File: config.mk
export PLATFORM = sky130hd
export DESIGN_NAME = color_mixer_flat
export DESIGN_NICKNAME = d
export VERILOG_FILES = /design/src/rtl/color_mixer_pkg.sv /design/src/rtl/color_mixer_if.sv /design/src/rtl/color_mixer_shift_add_scaler.sv /design/src/rtl/color_mixer.sv /design/src/flat_wrapper.sv
export SDC_FILE = /design/constraint.sdc
export NUM_CORES = 1
export LEC_CHECK = 0
export BUFFER_PORTS_ARGS = -buffer_cell sky130_fd_sc_hd__buf_2
export CAP_MARGIN = 30
export CORE_ASPECT_RATIO = 0.9
export CORE_MARGIN = 5
export CORE_UTILIZATION = 47
export DETAILED_ROUTE_END_ITERATION = 8
export GPL_TIMING_DRIVEN = 1
export PLACE_DENSITY = 0.69
export RECOVER_POWER = 50
export SYNTH_ARGS = -nofsm -noshare
export SYNTH_HDL_FRONTEND = slang
export SYNTH_SLANG_ARGS = --single-unit
File: constraint.sdc
create_clock -name clk -period 5.9 [get_ports clk]
set_clock_uncertainty 0.05 [all_clocks]
set_input_delay 0.59 -clock clk [delete_from_list [all_inputs] [get_ports clk]]
set_output_delay 0.59 -clock clk [all_outputs]
set_load 0.05 [all_outputs]
File: src/rtl/color_mixer_pkg.sv
// Shared definitions for the colour mixer: FSM encoding, channel indices, default widths.
// The optional rounding build is selected with COLOR_MIXER_ROUND_EN.
package cm_pkg;

   localparam int N_DEFAULT = 8;
   localparam int M_DEFAULT = 6;

   typedef enum logic [1:0] {
      IDLE  = 2'b00,
      SCALE = 2'b01,
      PEND  = 2'b10
   } cm_state_e;

   localparam logic [1:0] CH_R = 2'd0;
   localparam logic [1:0] CH_G = 2'd1;
   localparam logic [1:0] CH_B = 2'd2;

endpackage

File: src/rtl/color_mixer_if.sv
// Sample-set bus from the ADC stage into the colour mixer (valid/ready handshake).
interface color_mixer_if
   import cm_pkg::*;
#(
   parameter int N = N_DEFAULT,
   parameter int M = M_DEFAULT
);
   logic [N-1:0] red_value;
   logic [N-1:0] green_value;
   logic [N-1:0] blue_value;
   logic [M-1:0] intensity_value;
   logic         sample_valid;
   logic         sample_ready;

   modport master (
      output red_value, green_value, blue_value, intensity_value, sample_valid,
      input  sample_ready
   );

   modport slave (
      input  red_value, green_value, blue_value, intensity_value, sample_valid,
      output sample_ready
   );
endinterface

File: src/rtl/color_mixer_shift_add_scaler.sv
// One-channel sequential shift-add multiplier: one intensity bit per step, LSB first.
// COLOR_MIXER_ROUND_EN preloads half an LSB of the result so the product rounds to nearest.
module shift_add_scaler
   import cm_pkg::*;
#(
   parameter int N = N_DEFAULT,
   parameter int M = M_DEFAULT
) (
   input  logic         clk,
   input  logic         reset,
   input  logic         start,
   input  logic         step,
   input  logic [N-1:0] colour,
   input  logic [M-1:0] intensity,
   output logic         done,
   output logic [N-1:0] result
);
   localparam int AW = N + M;
   localparam int BW = (M > 1) ? $clog2(M) : 1;
   localparam logic [BW-1:0] BIT_LAST = BW'(M - 1);
   localparam logic [BW-1:0] BIT_ONE  = {{(BW-1){1'b0}}, 1'b1};
`ifdef COLOR_MIXER_ROUND_EN
   localparam logic [AW-1:0] PRELOAD = {{(N+1){1'b0}}, 1'b1, {(M-1){1'b0}}};
`else
   localparam logic [AW-1:0] PRELOAD = {AW{1'b0}};
`endif

   logic [AW-1:0] acc_r;
   logic [AW-1:0] addend_s;
   logic [AW-1:0] sum_s;
   logic [BW-1:0] bit_r;

   // Partial product for the current intensity bit and the running sum.
   always_comb begin
      addend_s = {AW{1'b0}};
      if (intensity[bit_r]) begin
         addend_s = {{M{1'b0}}, colour} << bit_r;
      end else begin
         addend_s = {AW{1'b0}};
      end
      sum_s  = acc_r + addend_s;
      done   = step && (bit_r == BIT_LAST);
      result = sum_s[AW-1:M];
   end

   // Accumulator and bit index; the last step re-arms for the next channel.
   always_ff @(posedge clk) begin
      if (reset) begin
         acc_r <= {AW{1'b0}};
         bit_r <= {BW{1'b0}};
      end else if (start) begin
         acc_r <= PRELOAD;
         bit_r <= {BW{1'b0}};
      end else if (step) begin
         if (bit_r == BIT_LAST) begin
            acc_r <= PRELOAD;
            bit_r <= {BW{1'b0}};
         end else begin
            acc_r <= sum_s;
            bit_r <= bit_r + BIT_ONE;
         end
      end else begin
         acc_r <= acc_r;
         bit_r <= bit_r;
      end
   end
endmodule

File: src/rtl/color_mixer.sv
// Colour mixer: scales RGB codes by intensity and drives three double-buffered LED PWMs.
// Build with COLOR_MIXER_ROUND_EN for rounded (instead of truncated) scaling.
module color_mixer
   import cm_pkg::*;
#(
   parameter int N = N_DEFAULT,
   parameter int M = M_DEFAULT
) (
   input  logic          clk,
   input  logic          reset,
   color_mixer_if.slave  smp,
   output logic          pwm_r,
   output logic          pwm_g,
   output logic          pwm_b,
   output logic          period_start,
   output logic          update_done
);
   localparam logic [N-1:0] CNT_MAX = {N{1'b1}};
   localparam logic [N-1:0] CNT_ONE = {{(N-1){1'b0}}, 1'b1};

   cm_state_e    state_r, next_state_s;
   logic [1:0]   ch_r;
   logic [N-1:0] red_code_r, green_code_r, blue_code_r;
   logic [M-1:0] int_code_r;
   logic [N-1:0] pend_red_r, pend_green_r, pend_blue_r;
   logic [N-1:0] act_red_r, act_green_r, act_blue_r;
   logic [N-1:0] cnt_r;
   logic         pwm_red_r, pwm_green_r, pwm_blue_r, upd_r;
   logic         sample_ready_s, capture_s, step_s, commit_s;
   logic         scl_done_s;
   logic [N-1:0] scl_result_s, colour_s;

   // State register.
   always_ff @(posedge clk) begin
      if (reset) begin
         state_r <= IDLE;
      end else begin
         state_r <= next_state_s;
      end
   end

   // Next-state logic.
   always_comb begin
      next_state_s = state_r;
      case (state_r)
         IDLE:    next_state_s = smp.sample_valid ? SCALE : IDLE;
         SCALE:   next_state_s = (scl_done_s && (ch_r == CH_B)) ? PEND : SCALE;
         PEND:    next_state_s = commit_s ? IDLE : PEND;
         default: next_state_s = IDLE;
      endcase
   end

   // State-decoded controls; commit only happens while pending at the period's last count.
   always_comb begin
      sample_ready_s = 1'b0;
      capture_s      = 1'b0;
      step_s         = 1'b0;
      commit_s       = 1'b0;
      case (state_r)
         IDLE: begin
            sample_ready_s = 1'b1;
            capture_s      = smp.sample_valid;
         end
         SCALE:   step_s   = 1'b1;
         PEND:    commit_s = (cnt_r == CNT_MAX);
         default: sample_ready_s = 1'b0;
      endcase
   end

   // Channel select for the shared multiplier.
   always_comb begin
      colour_s = {N{1'b0}};
      case (ch_r)
         CH_R:    colour_s = red_code_r;
         CH_G:    colour_s = green_code_r;
         CH_B:    colour_s = blue_code_r;
         default: colour_s = {N{1'b0}};
      endcase
   end

   shift_add_scaler #(.N(N), .M(M)) u_scaler (
      .clk       (clk),
      .reset     (reset),
      .start     (capture_s),
      .step      (step_s),
      .colour    (colour_s),
      .intensity (int_code_r),
      .done      (scl_done_s),
      .result    (scl_result_s)
   );

   // Sample capture, channel sequencing and pending-duty buffer.
   always_ff @(posedge clk) begin
      if (reset) begin
         ch_r         <= CH_R;
         red_code_r   <= {N{1'b0}};
         green_code_r <= {N{1'b0}};
         blue_code_r  <= {N{1'b0}};
         int_code_r   <= {M{1'b0}};
         pend_red_r   <= {N{1'b0}};
         pend_green_r <= {N{1'b0}};
         pend_blue_r  <= {N{1'b0}};
      end else begin
         if (capture_s) begin
            ch_r         <= CH_R;
            red_code_r   <= smp.red_value;
            green_code_r <= smp.green_value;
            blue_code_r  <= smp.blue_value;
            int_code_r   <= smp.intensity_value;
         end
         if (scl_done_s) begin
            case (ch_r)
               CH_R:    pend_red_r   <= scl_result_s;
               CH_G:    pend_green_r <= scl_result_s;
               CH_B:    pend_blue_r  <= scl_result_s;
               default: pend_red_r   <= pend_red_r;
            endcase
            ch_r <= ch_r + 2'd1;
         end
      end
   end

   // Free-running PWM counter, active duties and registered compare outputs.
   always_ff @(posedge clk) begin
      if (reset) begin
         cnt_r       <= {N{1'b0}};
         act_red_r   <= {N{1'b0}};
         act_green_r <= {N{1'b0}};
         act_blue_r  <= {N{1'b0}};
         pwm_red_r   <= 1'b0;
         pwm_green_r <= 1'b0;
         pwm_blue_r  <= 1'b0;
         upd_r       <= 1'b0;
      end else begin
         cnt_r <= cnt_r + CNT_ONE;
         if (commit_s) begin
            act_red_r   <= pend_red_r;
            act_green_r <= pend_green_r;
            act_blue_r  <= pend_blue_r;
         end
         upd_r       <= commit_s;
         pwm_red_r   <= (cnt_r < act_red_r);
         pwm_green_r <= (cnt_r < act_green_r);
         pwm_blue_r  <= (cnt_r < act_blue_r);
      end
   end

   assign smp.sample_ready = sample_ready_s;
   assign period_start     = (cnt_r == {N{1'b0}});
   assign update_done      = upd_r;
   assign pwm_r            = pwm_red_r;
   assign pwm_g            = pwm_green_r;
   assign pwm_b            = pwm_blue_r;
endmodule

File: src/flat_wrapper.sv
// flat-port wrapper written by rule: the top's interface ports become plain ports
module color_mixer_flat import cm_pkg::*;
#(
   parameter int N = N_DEFAULT,
   parameter int M = M_DEFAULT
)
  (clk, reset, pwm_r, pwm_g, pwm_b, period_start, update_done, smp_red_value, smp_green_value, smp_blue_value, smp_intensity_value, smp_sample_valid, smp_sample_ready);
  color_mixer_if #(.N(N), .M(M)) smp_i ();
  input  logic clk;
  input  logic reset;
  output logic pwm_r;
  output logic pwm_g;
  output logic pwm_b;
  output logic period_start;
  output logic update_done;
  input wire logic [$bits(smp_i.red_value)-1:0] smp_red_value;
  input wire logic [$bits(smp_i.green_value)-1:0] smp_green_value;
  input wire logic [$bits(smp_i.blue_value)-1:0] smp_blue_value;
  input wire logic [$bits(smp_i.intensity_value)-1:0] smp_intensity_value;
  input wire logic [$bits(smp_i.sample_valid)-1:0] smp_sample_valid;
  output wire logic [$bits(smp_i.sample_ready)-1:0] smp_sample_ready;
  assign smp_i.red_value = smp_red_value;
  assign smp_i.green_value = smp_green_value;
  assign smp_i.blue_value = smp_blue_value;
  assign smp_i.intensity_value = smp_intensity_value;
  assign smp_i.sample_valid = smp_sample_valid;
  assign smp_sample_ready = smp_i.sample_ready;
  color_mixer #(.N(N), .M(M)) u_core (.clk(clk), .reset(reset), .smp(smp_i), .pwm_r(pwm_r), .pwm_g(pwm_g), .pwm_b(pwm_b), .period_start(period_start), .update_done(update_done));
endmodule
==> qor.yml, run 1 <==
status: "complete, but fails checks"
violations: "capacitance limit, slew limit"
seq_area_frac_synth_pct: 38.3
grt_pass1_vias: 4630
yosys.cell_count.top_type: "nand2_1"
yosysTopAreaCell: "dfxtp_1"
setup_viol: 0
startpoint_type: "register"
grt_first_pass_wirelength_um: 22200
numCtsBuffers: 9
nFillCells: 1140
rrSetupSlack_ps: 1910
worst-setup-path-type: "register to register"
cp_max_fo: 20
peakVddDrop_mv: 0.301
cts_setup_buffers: 0
power.leakage_uw: 0.00240
core_um2: 12100
relSlewSlack_pct: -16.9
r2r_start: "u_core.u_scaler.bit_r[0]"
clk_path_buf_depth: 2
cts_hold_buffers: 0
fp.dieH_um: 115
powerDensity_nw_per_um2: 244
cts_tree: "done"
final_antenna_net_count: 0
grt_max_degree: 97
dr_total_vias: 4876
synthArstFlopShare_pct: 0
fin_ws_ps: 1910
grt_busiest_layer: "met2"
firstDrtPassIters: 5
required_ps: 6080
gr-total-overflow: 0
syn_avg_cell_area_um2: 8.35
synth-main-ff-cell: "dfxtp_1"
dieArea_um2: 14700
yosysWarnings: 0
drive_above_1_share_pct: 9.28
cts.sinks: 111
track_usage_pct: 18.5
clk_latency_ps: 350
crit_path_end_kind: "register"
rsz0062_at_grt: "no"
reg2regPathDepth: 11
wl_per_cell_um: 15.3
ctsResizeCount: 0
fmax_mhz: 251
post-route-drc-count: 0
clkSlewWorstSetupHoldPaths_ps: 70
area_growth_pct: 8.77
worstHoldStart: "u_core.green_code_r[5]"
top_level_ports: 39
min_delay_worst_endpoint: "u_core.green_code_r[5]"
setup_tns_ps: 0
met2_usage_pct: 29.5
post-route-min-period_ps: 3990
vias_per_cell: 5.60
worst_hold_slack_ps: 409
root_buffer: "clkbuf_16"
synth_area_leaders: "dfxtp_1, ha_1, nand2_1"
synth_nets: 770
die_width_um: 127
place.gp.congestion: 0.897
pre_cts_ws_ps: 1930
seq_area_um2: 2220
port_buffers: 38
synthesis.area_um2: 5810
multi_input_area_um2: 3250
timing.rr.end: "u_core.pend_red_r[6]"
num_antenna_cells: 0
final_max_slew_viol_count: 26
first_iter_violations: 384
finalCritPeriodShare_pct: 67.6
initial_utilization_pct: 48.1
synth-edff-count: 0
worstHoldPathCells: 2
postSynthCellCount: 696
yosys.area.top_type_share_pct: 38.3
synth.distinct_cells: 63
antenna_found_initial: 0
dpl.hpwl_um: 9790
maxCapViolations: 1
rows: 38
grt_util_met1_pct: 25.1
cts.htree.levels: 3
nNetsFinal: 781
utilization_pct: 52.3
worst-slew-pin-transition_ps: 1750
routed_wl_um: 13400
ys_top_cells_by_count: "nand2_1, dfxtp_1, a21oi_1, nor2_1, ha_1"
yosys_register_bits: 111
hold_class: "register to register"
use_met3_pct: 3.78
hold_viol_final: 0
arrival_ps: 4170
power by group:
group	total (uW)	internal, uW	switching (uW)
Sequential	782	767	14.9
Clock	627	343	283
Combinational	132	46.3	85.4
Total	1540	1160	384
worst max path at each step:
stage                     slack [ps]                startpoint                endpoint
after global placement          2090  u_core.u_scaler.bit_r[0]  u_core.pend_green_r[4]
after floorplan                 2560            u_core.ch_r[1]  u_core.pend_green_r[4]
after global routing            1600  u_core.u_scaler.bit_r[0]    u_core.pend_red_r[6]
after CTS                       1940  u_core.u_scaler.bit_r[0]    u_core.pend_red_r[6]
final                           1910  u_core.u_scaler.bit_r[0]    u_core.pend_red_r[6]
after detailed placement        1930  u_core.u_scaler.bit_r[0]    u_core.pend_red_r[6]
layout make-up:
class	instances	area share [%]
Inverter	31	1.84
Sequential cell	111	35.2
Clock buffer	10	3.78
Clock inverter	5	1.01
Multi-Input combinational cell	512	51.5
Timing Repair Buffer	42	3.52
Tap cell	160	3.17
placed cells by master (no fill, tap or decap), types with 9 or more instances in the layout:
master / instances
and3_1: 10
nand2_1: 113
clkbuf_16: 10
buf_2: 32
inv_1: 30
xnor2_1: 9
ha_1: 40
nor2_1: 64
mux2i_1: 30
a21oi_1: 63
dfxtp_1: 111
nor3_1: 16
nand3_1: 19
o21ai_0: 18
o31ai_1: 9
a31oi_1: 9
critical path: stages (launching register included):
cell and delay, ps:
dfxtp_1 800, mux4_2 590, nand2b_1 290, nor4b_1 110, ha_1 260, fa_1 430, a211oi_1 290, o21ai_0 180
a31oi_1 450, nor4_1 100, a41oi_1 240, nand2_1 80
stage by stage:
stage	total power, uW	cell area [um2]	instances
final	1540	6320	871
after global routing	1600	6320	871
after CTS	1550	6330	870
after detailed placement	930	6030	855
after global placement	924	6010	854
after floorplan	891	5810	696
kinds of logic after synthesis:
kind of cell | after synthesis | synth area share (%)
adders and majority gates | 41 | 8.96
xor gates and xnor gates | 17 | 2.56
AOI/OAI and AO/OA | 159 | 18.2
DFF | 111 | 38.3
and+or+nand+nor | 262 | 20.6
muxes | 33 | 5.94
buffers and inverters | 73 | 5.49
routing by layer:
| layer | vias up | share of wire [%] |
|---|---|---|
| met5 | - | 0 |
| met4 | 0 | 2.2 |
| met3 | 19 | 4.8 |
| met2 | 121 | 44 |
| met1 | 2269 | 49 |
| li1 | 2467 | - |
registers in the layout (all words and copies together), names as in the netlist:
name	cells
u_core.int_code_r	6
u_core.pend_red_r	8
u_core.ch_r	2
u_core.state_r	2
u_core.update_done	1
u_core.act_red_r	8
u_core.pwm_r	1
u_core.act_blue_r	8
u_core.red_code_r	8
u_core.pend_green_r	8
u_core.pend_blue_r	8
u_core.pwm_b	1
u_core.cnt_r	8
u_core.act_green_r	8
u_core.u_scaler.bit_r	3
u_core.u_scaler.acc_r	14
u_core.pwm_g	1
u_core.green_code_r	8
u_core.blue_code_r	8
Power figures use the tool's default switching activity.
==> run 2: changes to the inputs <==
clock period = 3.95 ns   (was 5.9 ns; I/O delays follow)
==> qor.yml, run 2 (synthesized netlist as in run 1, its figures left out) <==
status: "complete, but fails checks"
violations: "capacitance limit, slew limit"
area_growth_pct: 9.13
first_iter_violations: 389
cts.sinks: 111
root_buffer: "clkbuf_16"
fmax_mhz: 273
rsz0062_at_grt: "no"
grt_max_degree: 87
wl_per_cell_um: 15.2
antenna_found_initial: 0
grt_pass1_vias: 4624
nNetsFinal: 787
switchingPower_uw: 566
routed_wl_um: 13300
worstHoldPathCells: 3
clk_latency_ps: 360
crit_path_end_kind: "register"
pwr-share-seq_pct: 52.2
track_usage_pct: 19.1
layout_common_cells: "nand2_1, dfxtp_1, nor2_1"
clk_path_buf_depth: 2
rrSetupSlack_ps: 280
setup_tns_ps: 0
pre_cts_ws_ps: 230
hold_viol_final: 0
dieArea_um2: 14700
maxCapViolations: 1
core_um2: 12100
cts_hold_buffers: 0
rows: 38
final_antenna_net_count: 0
power.leakage_uw: 0.00241
initial_utilization_pct: 48.1
worst-slew-pin-transition_ps: 1810
gr-total-overflow: 0
setup_viol: 0
arrival_ps: 3820
drive_above_1_share_pct: 10.3
num_antenna_cells: 0
firstDrtPassIters: 5
worst_hold_slack_ps: 217
largest_reg_flops: 14
worstHoldStart: "smp_green_value[1]"
vias_per_cell: 5.55
reg2regPathDepth: 13
top_level_ports: 39
power_switching_share_pct: 25.3
cts.htree.levels: 3
finalCritPeriodShare_pct: 92.9
required_ps: 4100
top_register: "u_core.u_scaler.acc_r"
dr_total_vias: 4875
power.share.clock_pct: 38.8
worst-setup-path-type: "register to register"
post-route-min-period_ps: 3670
relSlewSlack_pct: -20.9
hold_class: "input pin to register"
numCtsBuffers: 9
final_common_cell: "nand2_1"
p_int_uw: 1670
die_width_um: 127
cp_max_fo: 10
fp.dieH_um: 115
place.gp.congestion: 0.861
port_buffers: 38
fin_ws_ps: 280
r2r_start: "u_core.ch_r[1]"
min_delay_worst_endpoint: "u_core.green_code_r[1]"
timing.rr.end: "u_core.pend_blue_r[2]"
peakVddDrop_mv: 0.268
clkSlewWorstSetupHoldPaths_ps: 70
post-route-drc-count: 0
dpl.hpwl_um: 9630
final_max_slew_viol_count: 26
cts_tree: "done"
share_comb_of_total_power_pct: 9.0
grt_first_pass_wirelength_um: 22600
powerDensity_nw_per_um2: 352
startpoint_type: "register"
[run 2: worst max path at each step]
stage	start	slack, ps	endpoint	cells after the start
2_1_floorplan	u_core.ch_r[1]	610	u_core.pend_green_r[4]	14
3_3_place_gp	u_core.ch_r[1]	360	u_core.pend_green_r[4]	13
3_5_place_dp	u_core.ch_r[1]	230	u_core.pend_green_r[4]	13
4_1_cts	u_core.ch_r[1]	200	u_core.pend_green_r[4]	13
5_1_grt	u_core.ch_r[1]	20	u_core.pend_green_r[4]	13
6_report	u_core.ch_r[1]	280	u_core.pend_blue_r[2]	13
[run 2: cell type report]
class,count,area (um2)
well taps,160,200
clock buffers,11,243
flip-flops and latches,111,2220
clock inverters,5,40.0
multi-input cells,512,3270
repair buffers,48,250
inverters,31,116
fillers,1126,5740
[run 2: power groups by stage]
stage,clock [uW],combinational (uW),sequential [uW]
after CTS,899,199,1160
after global routing,947,222,1170
after floorplan,0,136,1200
after detailed placement,0,198,1190
final,867,200,1170
after global placement,0,195,1190
[run 2: repair_timing]
action	CTS	global route
setup buffers	0	2
resized for setup	0	2
endpoints found under the setup margin	0	5
[run 2: stage by stage]
stage                     power [uW]  std cells  utilization, %  instance area, um2
after floorplan                 1330        696               -                5810
after global placement          1380        859            50.1                6050
after detailed placement        1390        859            50.1                6050
after CTS                       2260        875            52.4                6330
after global routing            2340        878            52.5                6340
final                           2230        878            52.5                6340
[run 2: critical path: stages (launching register included)]
cell and delay, ps:
dfxtp_1 370, inv_1 90, ha_1 310, a222oi_1 380
buf_4 180, nor2_1 50, nor4b_1 150, ha_1 250
fa_1 450, a21oi_1 240, o211ai_1 160, o41ai_1 340
xor2_1 360, a211oi_1 130
[run 2: metal layers]
| metal | vias up | wire length, um | GRT usage (%) | part of all wire (%) |
|---|---|---|---|---|
| met1 | 2247 | 6570 | 25.6 | 49 |
| met4 | 0 | 279 | 7.93 | 2.1 |
| met2 | 115 | 5910 | 30.3 | 44 |
| li1 | 2490 | - | - | - |
| met5 | - | 0 | 0 | 0 |
| met3 | 23 | 561 | 3.69 | 4.2 |
==> run 3: changes to the inputs <==
clock period = 3.8 ns   (was 3.95 ns; I/O delays follow)
==> qor.yml, run 3 (synthesized netlist as in run 1, its figures left out) <==
worst-setup-path-type: "register to register"
startpoint_type: "register"
post-route-min-period_ps: 3620
grt_max_degree: 88
num_antenna_cells: 0
cp_cell_sequence: "inv_1, ha_1, buf_4, a222oi_1, buf_4, mux2i_1, nand2_1, nor3_1, fa_1, a211oi_1, o21ai_1, a31oi_1, buf_4, nor4_1, a41oi_1, nand2_1"
initial_utilization_pct: 48.1
power.leakage_uw: 0.00247
root_buffer: "clkbuf_16"
nFillCells: 1138
cpMostUsedCell: "buf_4"
dpl.hpwl_um: 9900
grt_first_pass_wirelength_um: 22300
cp_slowest_cell: "fa_1"
layout.cells.non_filler: 884
powerDensity_nw_per_um2: 367
first_iter_violations: 445
dr_total_vias: 4966
seq_area_um2: 2220
wl_per_cell_um: 15.5
drive_above_1_share_pct: 11.6
maxCapViolations: 1
setup_viol: 0
worst-slew-pin-transition_ps: 1820
dieArea_um2: 14700
core_um2: 12100
nNetsFinal: 793
clk_latency_ps: 360
rows: 38
critical_path.top_delay_family: "compound AO/OA/AOI/OAI gates"
cp.buffers_inverters: 4
clkSlewWorstSetupHoldPaths_ps: 70
slowest_delay_ps: 450
firstDrtPassIters: 6
fp.dieH_um: 115
hold_class: "input pin to register"
antenna_found_initial: 0
peakVddDrop_mv: 0.357
cts.sinks: 111
dp_cells: 862
layout_common_cells: "nand2_1, dfxtp_1, nor2_1"
finalCritPeriodShare_pct: 95.4
hold_viol_final: 0
routed_wl_um: 13700
area_growth_pct: 10.8
cts.htree.levels: 3
final_antenna_net_count: 0
port_buffers: 38
final_common_cell: "nand2_1"
violations: "capacitance limit, slew limit"
cts_tree: "done"
status: "complete, but fails checks"
clk_path_buf_depth: 2
fmax_mhz: 276
worst_hold_slack_ps: 207
vias_per_cell: 5.62
setup_tns_ps: 0
top_register: "u_core.u_scaler.acc_r"
grt_pass1_vias: 4565
place.gp.congestion: 0.923
required_ps: 3990
die_width_um: 127
cts_hold_buffers: 0
top_level_ports: 39
numCtsBuffers: 9
relSlewSlack_pct: -21.5
arrival_ps: 3810
cp_max_fo: 9
track_usage_pct: 18.7
largest_reg_flops: 14
gr-total-overflow: 0
design_power_total_uw: 2360
multi_input_area_um2: 3290
post-route-drc-count: 0
final_max_slew_viol_count: 26
crit_path_end_kind: "register"
[run 3: layout make-up]
| cell class | count | area share, % |
|---|---|---|
| clock inverters | 5 | 0.603 |
| clock buffers | 11 | 3.93 |
| flip-flops and latches | 111 | 34.5 |
| inverters | 31 | 1.81 |
| well taps | 160 | 3.11 |
| multi-input cells | 512 | 51.1 |
| repair buffers | 54 | 4.90 |
[run 3: worst paths after layout]
check                                       startpoint                     end  slack, ps  depth (start not counted)
worst max-delay path                    u_core.ch_r[1]  u_core.pend_green_r[6]        180                         16
worst min-delay path            smp_intensity_value[0]    u_core.int_code_r[0]        210                          3
worst max register to register          u_core.ch_r[1]  u_core.pend_green_r[6]        180                         16
worst min register to register    u_core.int_code_r[5]    u_core.int_code_r[5]        410                          2
[run 3: per-stage QoR]
step                utilization (%)  setup WS [ps]  instance area, um2
floorplan                         -            455                5810
global placement               50.3            273                6070
detailed placement             50.3            162                6070
CTS                            52.7            121                6360
global route                   53.3          -3.32                6440
finish                         53.3            175                6440
[run 3: worst min-delay path, cell delays in order]
cell and delay (ps):
buf_2 90, nand2_1 40, a21oi_1 50
[run 3: layer usage]
| metal | GRT usage [%] | vias to the layer above | share of wire [%] |
|---|---|---|---|
| li1 | - | 2496 | - |
| met3 | 4.79 | 17 | 5.3 |
| met2 | 30.1 | 123 | 46 |
| met4 | 4.65 | 0 | 1.1 |
| met5 | 0 | - | 0 |
| met1 | 25.3 | 2330 | 48 |
[run 3: what timing repair did]
item / 4_1_cts / 5_1_grt
gates resized for setup: 0 / 8
buffers inserted: 0 / 5
setup endpoints to repair: 0 / 24
[run 3: where the power goes]
part / leakage (uW) / switching (uW) / internal, uW
registers: 0.000900 / 20.2 / 1190
clock network: 0.000148 / 445 / 488
logic: 0.00143 / 138 / 79.3
